[src/rtl/pipe_pkg.sv]
// Shared constants and state encoding for the elastic pipeline-stage buffers.
// Bundle field offsets are used by the per-stage wrappers that pack and unpack bundles.
package pipe_pkg;

  localparam int unsigned CTRL_W_D = 24;
  localparam int unsigned DATA_W_D = 80;

  // The encoding doubles as the occupancy count.
  typedef enum logic [1:0] {
    EMPTY = 2'd0,
    ONE   = 2'd1,
    TWO   = 2'd2
  } stage_state_t;

  // Control bundle field offsets
  localparam int unsigned CTRL_RW_BIT    = 0;
  localparam int unsigned CTRL_MW_BIT    = 1;
  localparam int unsigned CTRL_MR_BIT    = 2;
  localparam int unsigned CTRL_BR_BIT    = 3;
  localparam int unsigned CTRL_ALUOP_LSB = 4;
  localparam int unsigned CTRL_ALUOP_W   = 6;
  localparam int unsigned CTRL_IMMSEL_LSB = 10;
  localparam int unsigned CTRL_IMMSEL_W  = 3;

  // Data bundle field offsets
  localparam int unsigned DATA_OPA_LSB   = 0;
  localparam int unsigned DATA_OPB_LSB   = 16;
  localparam int unsigned DATA_OP_W      = 16;
  localparam int unsigned DATA_INSN_LSB  = 32;
  localparam int unsigned DATA_INSN_W    = 16;
  localparam int unsigned DATA_PC_LSB    = 48;
  localparam int unsigned DATA_PC_W      = 16;
  localparam int unsigned DATA_RS1_LSB   = 64;
  localparam int unsigned DATA_RS2_LSB   = 69;
  localparam int unsigned DATA_RD_LSB    = 74;
  localparam int unsigned DATA_REG_W     = 5;

endpackage

[src/rtl/pipe_stage_buffer.sv]
// Elastic pipeline-stage register with valid/ready handshake, optional 2-entry skid,
// and synchronous flush that inserts a bubble (control zeroed, data held).
module pipe_stage_buffer
  import pipe_pkg::*;
#(
  parameter int unsigned CTRL_W  = CTRL_W_D,
  parameter int unsigned DATA_W  = DATA_W_D,
  parameter int unsigned SKID_EN = 1
) (
  input  logic              Clk,
  input  logic              Rst,
  input  logic              flush,
  input  logic              in_valid,
  output logic              in_ready,
  input  logic [CTRL_W-1:0] in_ctrl,
  input  logic [DATA_W-1:0] in_data,
  output logic              out_valid,
  input  logic              out_ready,
  output logic [CTRL_W-1:0] out_ctrl,
  output logic [DATA_W-1:0] out_data,
  output logic [1:0]        occupancy
);

  stage_state_t      state_q;
  logic [CTRL_W-1:0] m_ctrl_q, s_ctrl_q;
  logic [DATA_W-1:0] m_data_q, s_data_q;
  logic              rdy_q;
  logic              accept, emit;

  assign out_valid = (state_q != EMPTY);
  assign out_ctrl  = m_ctrl_q;
  assign out_data  = m_data_q;
  assign occupancy = state_q;
  assign emit      = out_valid && out_ready;
  assign accept    = in_valid && in_ready;

  if (SKID_EN != 0) begin : g_skid
    assign in_ready = rdy_q;
  end else begin : g_single
    // rdy_q only masks the cycle right after reset in this build.
    assign in_ready = rdy_q && (out_ready || !out_valid);
  end

  always_ff @(posedge Clk) begin
    if (Rst) begin
      state_q  <= EMPTY;
      m_ctrl_q <= '0;
      m_data_q <= '0;
      s_ctrl_q <= '0;
      s_data_q <= '0;
      rdy_q    <= 1'b0;
    end else if (flush) begin
      // Data is left as-is so downstream sees a clean bubble without extra toggling.
      state_q  <= EMPTY;
      m_ctrl_q <= '0;
      s_ctrl_q <= '0;
      s_data_q <= '0;
      rdy_q    <= 1'b1;
    end else begin
      rdy_q <= 1'b1;
      unique case (state_q)
        EMPTY: begin
          if (accept) begin
            state_q  <= ONE;
            m_ctrl_q <= in_ctrl;
            m_data_q <= in_data;
          end
        end
        ONE: begin
          if (accept && emit) begin
            m_ctrl_q <= in_ctrl;
            m_data_q <= in_data;
          end else if (accept) begin
            if (SKID_EN != 0) begin
              state_q  <= TWO;
              s_ctrl_q <= in_ctrl;
              s_data_q <= in_data;
              rdy_q    <= 1'b0;
            end
          end else if (emit) begin
            state_q  <= EMPTY;
            m_ctrl_q <= '0;
          end
        end
        TWO: begin
          if (emit) begin
            state_q  <= ONE;
            m_ctrl_q <= s_ctrl_q;
            m_data_q <= s_data_q;
          end else begin
            rdy_q <= 1'b0;
          end
        end
        default: begin
          state_q  <= EMPTY;
          m_ctrl_q <= '0;
        end
      endcase
    end
  end

endmodule

[config.mk]
export PLATFORM = sky130hd
export DESIGN_NAME = pipe_stage_buffer
export DESIGN_NICKNAME = d
export VERILOG_FILES = /design/src/rtl/pipe_pkg.sv /design/src/rtl/pipe_stage_buffer.sv
export SDC_FILE = /design/constraint.sdc
export NUM_CORES = 1
export LEC_CHECK = 0
export BUFFER_PORTS_ARGS = -buffer_cell sky130_fd_sc_hd__buf_4
export CORE_ASPECT_RATIO = 1.4
export CORE_MARGIN = 2
export CORE_UTILIZATION = 30
export CTS_CLUSTER_SIZE = 30
export DETAILED_ROUTE_END_ITERATION = 8
export SYNTH_ARGS = -nofsm -noshare
export SYNTH_HDL_FRONTEND = slang
export SYNTH_SLANG_ARGS = --single-unit
[constraint.sdc]
create_clock -name Clk -period 2.4 [get_ports Clk]
set_clock_uncertainty 0.2 [all_clocks]
set_input_delay 0.24 -clock Clk [delete_from_list [all_inputs] [get_ports Clk]]
set_output_delay 0.24 -clock Clk [all_outputs]
set_load 0.02 [all_outputs]
==> Yosys cells after proc, flatten, opt, wreduce, memory -nomap -nowiden <==
Cells that the tools add are included.
{ "totals": {"ff_bits": 211, "output_inout_bits": 108, "word_cells": 49, "in_bits": 109} }
{ "classes": {"n_reduce_logical": 11, "bitwise": 2, "n_mux": 21, "eq_ne": 9} }
{ "op_table": {"columns": ["cell", "count"], "rows": [
  ["80-bit 2-to-1 mux", 3],
  ["80-bit case mux with 3 select lines", 1],
  ["24-bit 2-to-1 mux", 5],
  ["24-bit case mux with 3 select lines", 1],
  ["2-bit 2-to-1 mux", 5],
  ["3-bit != test (second input constant)", 3],
  ["2-bit != test (second input constant)", 4],
  ["4-bit AND reduction", 2],
  ["2-bit case mux with 3 select lines", 1],
  ["5-bit AND reduction", 1],
  ["1-bit 2-to-1 mux", 4],
  ["1-bit logical AND", 3],
  ["3-bit AND reduction", 1],
  ["3-bit nonzero test", 1],
  ["2-bit by 1-bit equality test with 1-bit output (second input constant)", 1],
  ["2-bit equality test (second input constant)", 1],
  ["2-bit zero test", 1],
  ["1-bit NOT", 2],
  ["1-bit case mux with 2 select lines", 1],
  ["2-bit nonzero test", 1],
  ["2-bit OR reduction", 1]
]} }

==> Depth between registers and ports, before layout <==
Gate-level depths: netlist of the first run.
{ "depth": {"depth_word": 6, "depth_mapped": 10, "ltp_nobuf": 6} }

==> Worst setup path before layout of the first run <==
Ideal clock, no wire load.
{ "synth_timing": {"path_type": "reg-to-reg", "from": "register state_q[0] (netlist: occupancy[0])", "to": "register m_data_q[0] (netlist: out_data[0])", "n_path_buf": 3, "path_stages_with_launch": 10, "arrival_time_ns": 2.035, "slack_ns": 0.031, "t_required_ns": 2.066, "setup_time_ns": 0.134, "period_less_slack_ns": 2.369, "cell_sequence": "dfxtp_1 -> inv_1 -> ha_1 -> buf_2 -> nand3b_1 -> a211oi_2 -> and2_1 -> buf_2 -> buf_4 -> a211oi_1"} }
{ "synth_via": {"elab_chain_cells": 5, "elab_cells_between_ends": 12} }
{ "synth_lines": {"columns": ["element", "line", "source"], "rows": [
  ["from (decl)", "pipe_stage_buffer.sv:24", "stage_state_t state_q;"],
  ["from (signal assigned)", "pipe_stage_buffer.sv:46", "state_q <= EMPTY;"],
  ["from (signal assigned)", "pipe_stage_buffer.sv:54", "state_q <= EMPTY;"],
  ["from (signal assigned)", "pipe_stage_buffer.sv:64", "state_q <= ONE;"],
  ["2-bit nonzero test", "pipe_stage_buffer.sv:30", "assign out_valid = (state_q != EMPTY);"],
  ["1-bit logical AND", "pipe_stage_buffer.sv:34", "assign emit = out_valid && out_ready;"],
  ["1-bit logical AND", "pipe_stage_buffer.sv:70", "if (accept && emit) begin"],
  ["2-bit != test (no line)", null, null],
  ["5-bit AND reduction (no line)", null, null],
  ["to (signal assigned)", "pipe_stage_buffer.sv:66", "m_data_q <= in_data;"],
  ["to (signal assigned)", "pipe_stage_buffer.sv:72", "m_data_q <= in_data;"],
  ["to (signal assigned)", "pipe_stage_buffer.sv:89", "m_data_q <= s_data_q;"],
  ["to (decl)", "pipe_stage_buffer.sv:26", "logic [DATA_W-1:0] m_data_q, s_data_q;"]
]} }
Several ways; a longest one is shown, not always the timed one.
A chain may end at the register's enable or synchronous reset.

==> Final worst setup path of the first run <==
{ "layout_timing": {"from": "register state_q[0] (netlist: occupancy[0])", "to": "register m_data_q[50] (netlist: out_data[50])"} }
Same word-level chain as after synthesis.

==> flow_summary.ini, run 1 <==
[sta]
min_period_ns = 2.20
hold_slack_ns = 0.0433
timing.fmax_ghz = 0.454
rsz0062_at_grt = no
worstMarginPinSlew_ns = 0.788
relSlewSlack_pct = 47.5
finalMaxSlewViolations = 0
final-setup-viol-count = 0
final.setup.tns_ns = 0
hold_viol = 0
min_period_over_period_pct = 91.7
setup_slack_ns = 0.198

[hold_path]
holdPathEnd = occupancy[0]
holdCritPathClass = primary input to flip-flop
worstHoldStart = in_valid
min_path_cells = 4

[grt]
grt_pass1_vias = 7974
antenna_found_initial = 0
grt_pass1_wl_mm = 42.6
grt_usage_pct = 17.6
grt_max_degree = 60
grt_overflow_total = 0

[floorplanning]
initial_core_util_pct = 30.4
die_area_mm2 = 0.0294
io_pins = 217
die_h_um = 202
coreArea_mm2 = 0.0277
fp.dieW_um = 146
rows = 72

[synthesis]
ys_seq_elements = 211
ys_types = 30
synth_edf_count = 0
synth_cells = 966
yosysWarnings = 0
syn_avg_cell_area_um2 = 8.72
synth_flop_cell = dfxtp_1
syn-num-nets = 1079
synthArstFlopShare_pct = 0
ys_seq_area_share_pct = 50.2
syn_area_mm2 = 0.00842

[cts]
cts_max_level = 1
clk_pin_slew_worst_paths_ns = 0.06
cts_buffer_depth = 3
cts_tree = yes
root_buffer = clkbuf_16
clock_sinks = 211
clock_latency_ns = 0.50
cts_made_buffers = 22

[setup_path]
cp_data_required_time_ns = 2.61
r2r-end = out_data[50]
path_class = flip-flop to flip-flop
r2r-start = occupancy[0]
reg2reg_depth = 8
end_kind = flip-flop
crit_path_start_kind = flip-flop
crit_fanout = 27
r2r_slack_ns = 0.20
worst_ep_arrival_time_ns = 2.41
crit_start = occupancy[0]

[route]
vias = 8018
wl_per_cell_um = 16.7
drc_errors = 0
routed_wl_mm = 27.3
via_per_inst = 4.89
firstDrtPassIters = 5
drt_iter0_drc = 393
drtAntennaViolNets = 0

[placed_design]
place_area_mm2 = 0.0105
dpl_worst_slack_ns = -0.0498
port_buffers = 216
gp_congestion = 0.770
dpl.hpwl_mm = 16.6

[finish]
final_area_mm2 = 0.0124
fin_nets = 1367
nFillCells = 2659
area_growth_pct = 47.2
final_layout_size_suffix_gt1_share_pct = 23.3

[job]
cap_violations = 0

[pwr]
p_leak_nw = 4.53
power_density_mw_per_mm2 = 687
vdd_drop_max_v = 0.000468

[run_status]
outcome = complete, no violations
==> routing by layer <==
| metal | up-vias | share of wire [%] | global-route usage, % |
|---|---|---|---|
| met3 | 63 | 4.1 | 2.82 |
| met5 | - | 0 | 0 |
| met2 | 195 | 52 | 32.3 |
| met4 | 0 | 4.0 | 7.88 |
| li1 | 3982 | - | - |
| met1 | 3778 | 40 | 19.9 |
==> metrics by stage <==
step	instances	power, W	utilization [%]
2_1_floorplan	966	0.00433	-
3_3_place_gp	1490	0.00486	38.0
3_5_place_dp	1490	0.00487	38.0
4_1_cts	1635	0.00861	44.5
5_1_grt	1639	0.00887	44.8
6_report	1640	0.00851	44.8
==> kinds of logic after synthesis <==
logic type / after synthesis / share of synthesized area (%)
multiplexers: 80 / 9.51
AND/OR/NAND/NOR: 248 / 11.4
AO/OA/AOI/OAI: 327 / 23.3
flip-flops: 211 / 50.2
buffers and inverters: 96 / 4.95
adder cells (fa/ha/maj): 4 / 0.594
==> cell type report <==
| class | count | area (um2) | share of cell area, % |
|---|---|---|---|
| Clock buffer | 33 | 673 | 5.43 |
| Antenna cell | 1 | 2.50 | 0.0202 |
| Clock inverter | 6 | 80.1 | 0.646 |
| Inverter | 4 | 15.0 | 0.121 |
| Tap cell | 370 | 463 | 3.73 |
| Timing Repair Buffer | 356 | 3100 | 25.0 |
| Sequential cell | 211 | 4230 | 34.1 |
| Multi-Input combinational cell | 659 | 3830 | 30.9 |
==> sequential cells by signal (all words and copies together), names as in the netlist <==
signal and count:
s_data_q 80, in_ready 1, occupancy 2, out_data 80, s_ctrl_q 24, out_ctrl 24
==> synth_stat cells, drive strengths merged (2+ instances only) <==
| master | count | share of area, % |
|---|---|---|
| mux2i | 80 | 9.5 |
| a211oi | 82 | 7.4 |
| nand4 | 2 | 0.15 |
| a21oi | 190 | 11 |
| buf | 31 | 2.1 |
| a21o | 2 | 0.18 |
| inv | 4 | 0.18 |
| ha | 4 | 0.59 |
| clkbuf | 61 | 2.7 |
| nand2 | 210 | 9.4 |
| a221oi | 24 | 2.5 |
| dfxtp | 211 | 50 |
| nor2b | 2 | 0.15 |
| nor2 | 28 | 1.2 |
| o21ai | 24 | 1.4 |
==> where the power goes <==
group          switching [W]  internal [W]
logic               0.000660      0.000587
clock network        0.00141       0.00215
registers          0.0000806       0.00363
total                0.00215       0.00637
==> how the worst max path moves through the flow <==
stage / slack, ns / end
after global routing: 0.01 / out_data[63]
after global placement: 0.04 / out_ctrl[11]
final: 0.20 / out_data[50]
after detailed placement: -0.05 / out_ctrl[18]
after CTS: 0.06 / out_data[19]
after floorplan: 0.03 / out_data[0]
==> placed cells by master, fill, tap and decap left out, types with 4 or more instances in the layout <==
cell | netlist | routed
a211oi_1 | 81 | 81
a21oi_1 | 189 | 188
a221oi_1 | 24 | 24
buf_12 | 0 | 9
buf_4 | 8 | 235
clkbuf_1 | 61 | 4
clkbuf_16 | 0 | 25
clkbuf_8 | 0 | 6
clkinv_2 | 0 | 4
dfxtp_1 | 211 | 210
dlygate4sd3_1 | 0 | 106
inv_1 | 4 | 4
mux2i_1 | 80 | 80
nand2_1 | 210 | 210
nor2_1 | 28 | 28
o21ai_0 | 24 | 24
==> what timing repair did <==
| item | CTS | global route |
|---|---|---|
| cloned | 0 | 2 |
| setup endpoints to repair | 24 | 76 |
| buffers inserted | 0 | 2 |
| gates resized for setup | 1 | 7 |
| hold endpoints to repair | 210 | 0 |
| pin swaps | 0 | 2 |
| hold buffers | 106 | 0 |
==> critical path: stages, from the launching register on <==
cell      delay [ns]
dfxtp_1         0.36
inv_1           0.10
ha_1            0.27
buf_4           0.18
a211oi_4        0.27
buf_4           0.15
buf_6           0.26
a21oi_1         0.11
a211oi_1        0.21
No activity file was read; power rests on OpenSTA's default activity.
==> run 2: changes to the inputs <==
HOLD_SLACK_MARGIN = 0.08   (was default)
==> run 2 against run 1 <==
Flip-flop and latch count stayed put. Critical path type unchanged. Combinational power is essentially flat. Highest routed layer unchanged. Largest cell class unchanged. Setup slack worse by 0.010 ns. First-iteration DRC count up 2.8%. Critical endpoint is now out_data[10]. Final area hardly changed.
==> flow_summary.ini, run 2 (synthesized netlist as in run 1, its figures left out) <==
[route]
drc_errors = 0
firstDrtPassIters = 4
vias = 8032
via_per_inst = 4.90
wl_per_cell_um = 16.6
routed_wl_mm = 27.2
drt_iter0_drc = 404
drtAntennaViolNets = 0

[hold_path]
holdCritPathClass = primary input to flip-flop
min_path_cells = 3
holdPathEnd = s_data_q[0]
worstHoldStart = Rst

[grt]
grt_usage_pct = 17.5
grt_pass1_vias = 7979
grt_max_degree = 60
grt_pass1_wl_mm = 42.5
grt_overflow_total = 0
antenna_found_initial = 0

[cts]
clock_sinks = 211
cts_buffer_depth = 3
cts_made_buffers = 22
cts_max_level = 1
root_buffer = clkbuf_16
clock_latency_ns = 0.50
cts_tree = yes
clk_pin_slew_worst_paths_ns = 0.06

[sta]
min_period_ns = 2.21
relSlewSlack_pct = 47.7
finalMaxSlewViolations = 0
timing.fmax_ghz = 0.452
hold_viol = 0
worstMarginPinSlew_ns = 0.785
final-setup-viol-count = 0
setup_slack_ns = 0.188
min_period_over_period_pct = 92.2
rsz0062_at_grt = no

[setup_path]
path_cells = inv_1, ha_1, buf_4, a211oi_4, buf_4, buf_6, a21oi_1, a211oi_1
critPathBufInv = 4
reg2reg_depth = 8
crit_fanout = 27
cp_data_required_time_ns = 2.61
r2r_slack_ns = 0.19
end_kind = flip-flop
r2r-start = occupancy[0]
critPathSlowestCell = dfxtp_1
path_class = flip-flop to flip-flop
worst_ep_arrival_time_ns = 2.42
r2r-end = out_data[10]
critical-path-top-delay-family = buffers and inverters
cp_common_cell = buf_4
slowest_delay_ns = 0.36
crit_path_start_kind = flip-flop

[pwr]
power_density_mw_per_mm2 = 687
p_leak_nw = 4.54
total_power_w = 0.00852
vdd_drop_max_v = 0.000467

[placed_design]
dpl_worst_slack_ns = -0.0498
place_area_mm2 = 0.0105
dpl.cell_count = 1490
port_buffers = 216
gp_congestion = 0.770
dpl.hpwl_mm = 16.6

[floorplanning]
rows = 72
coreArea_mm2 = 0.0277
die_area_mm2 = 0.0294
initial_core_util_pct = 30.4
fp.dieW_um = 146
die_h_um = 202
io_pins = 217

[finish]
mostFrequentLayoutCell = buf_4
fin_nets = 1368
final_layout_size_suffix_gt1_share_pct = 23.3
final_cell_mix = buf_4 (235), nand2_1 (210), dfxtp_1 (210), a21oi_1 (188), dlygate4sd3_1 (107)
final_area_mm2 = 0.0124
final_cells = 1640
n_antenna_cell = 0
area_growth_pct = 47.3

[run_status]
outcome = complete, no violations

[job]
cap_violations = 0
## run 2: changes by cell type in the layout (fill, tap and decap cells not counted), sizes merged
cell | previous run | this run
dlygate4sd3 | 106 | 107
diode | 1 | 0
## run 2: timing repair
item,4_1_cts,5_1_grt
resized for setup,1,7
hold endpoints to repair,211,0
pin swaps,0,2
setup endpoints to repair,24,76
buffers inserted,0,2
hold buffers,107,0
cloned,0,2
## run 2: worst min-delay path, cell delays in order
cell	delay, ns
buf_4	0.09
or2_4	0.39
a21oi_1	0.06
## run 2: final cells by class
| type | count | area [um2] |
|---|---|---|
| clock buffer | 33 | 673 |
| clock inverter | 6 | 80.1 |
| fill | 2658 | 15300 |
| inverter | 4 | 15.0 |
| multi-input combinational | 659 | 3830 |
| sequential | 211 | 4230 |
| tap | 370 | 463 |
| timing repair buffer | 357 | 3110 |
## run 2: metal layers
metal  global-route usage (%)  routed length, um
met1                     20.0              10900
met5                        0                  0
met4                     7.88               1130
met2                     32.1              14100
met3                     2.80               1150
## run 2: power breakdown
part	internal (W)	switching, W
Combinational	0.000588	0.000661
Clock	0.00215	0.00141
Sequential	0.00363	0.0000806
## run 2: through the flow
step	TNS [ns]	hold WS (ns)	utilization, %
CTS	0	0.139	44.6
global placement	0	0.241	38.0
detailed placement	-0.769	0.247	38.0
global route	0	0.174	44.8
finish	0	0.140	44.8
floorplan	0	0.176	-
## run 2: worst max path at each step
stage / from / endpoint / slack (ns) / depth (start not counted)
global placement: occupancy[1] / out_ctrl[11] / 0.04 / 6
finish: occupancy[0] / out_data[10] / 0.19 / 8
global route: occupancy[0] / out_data[63] / 0.01 / 8
detailed placement: occupancy[1] / out_ctrl[18] / -0.05 / 6
CTS: occupancy[1] / out_data[19] / 0.06 / 7
floorplan: occupancy[0] / out_data[0] / 0.03 / 9
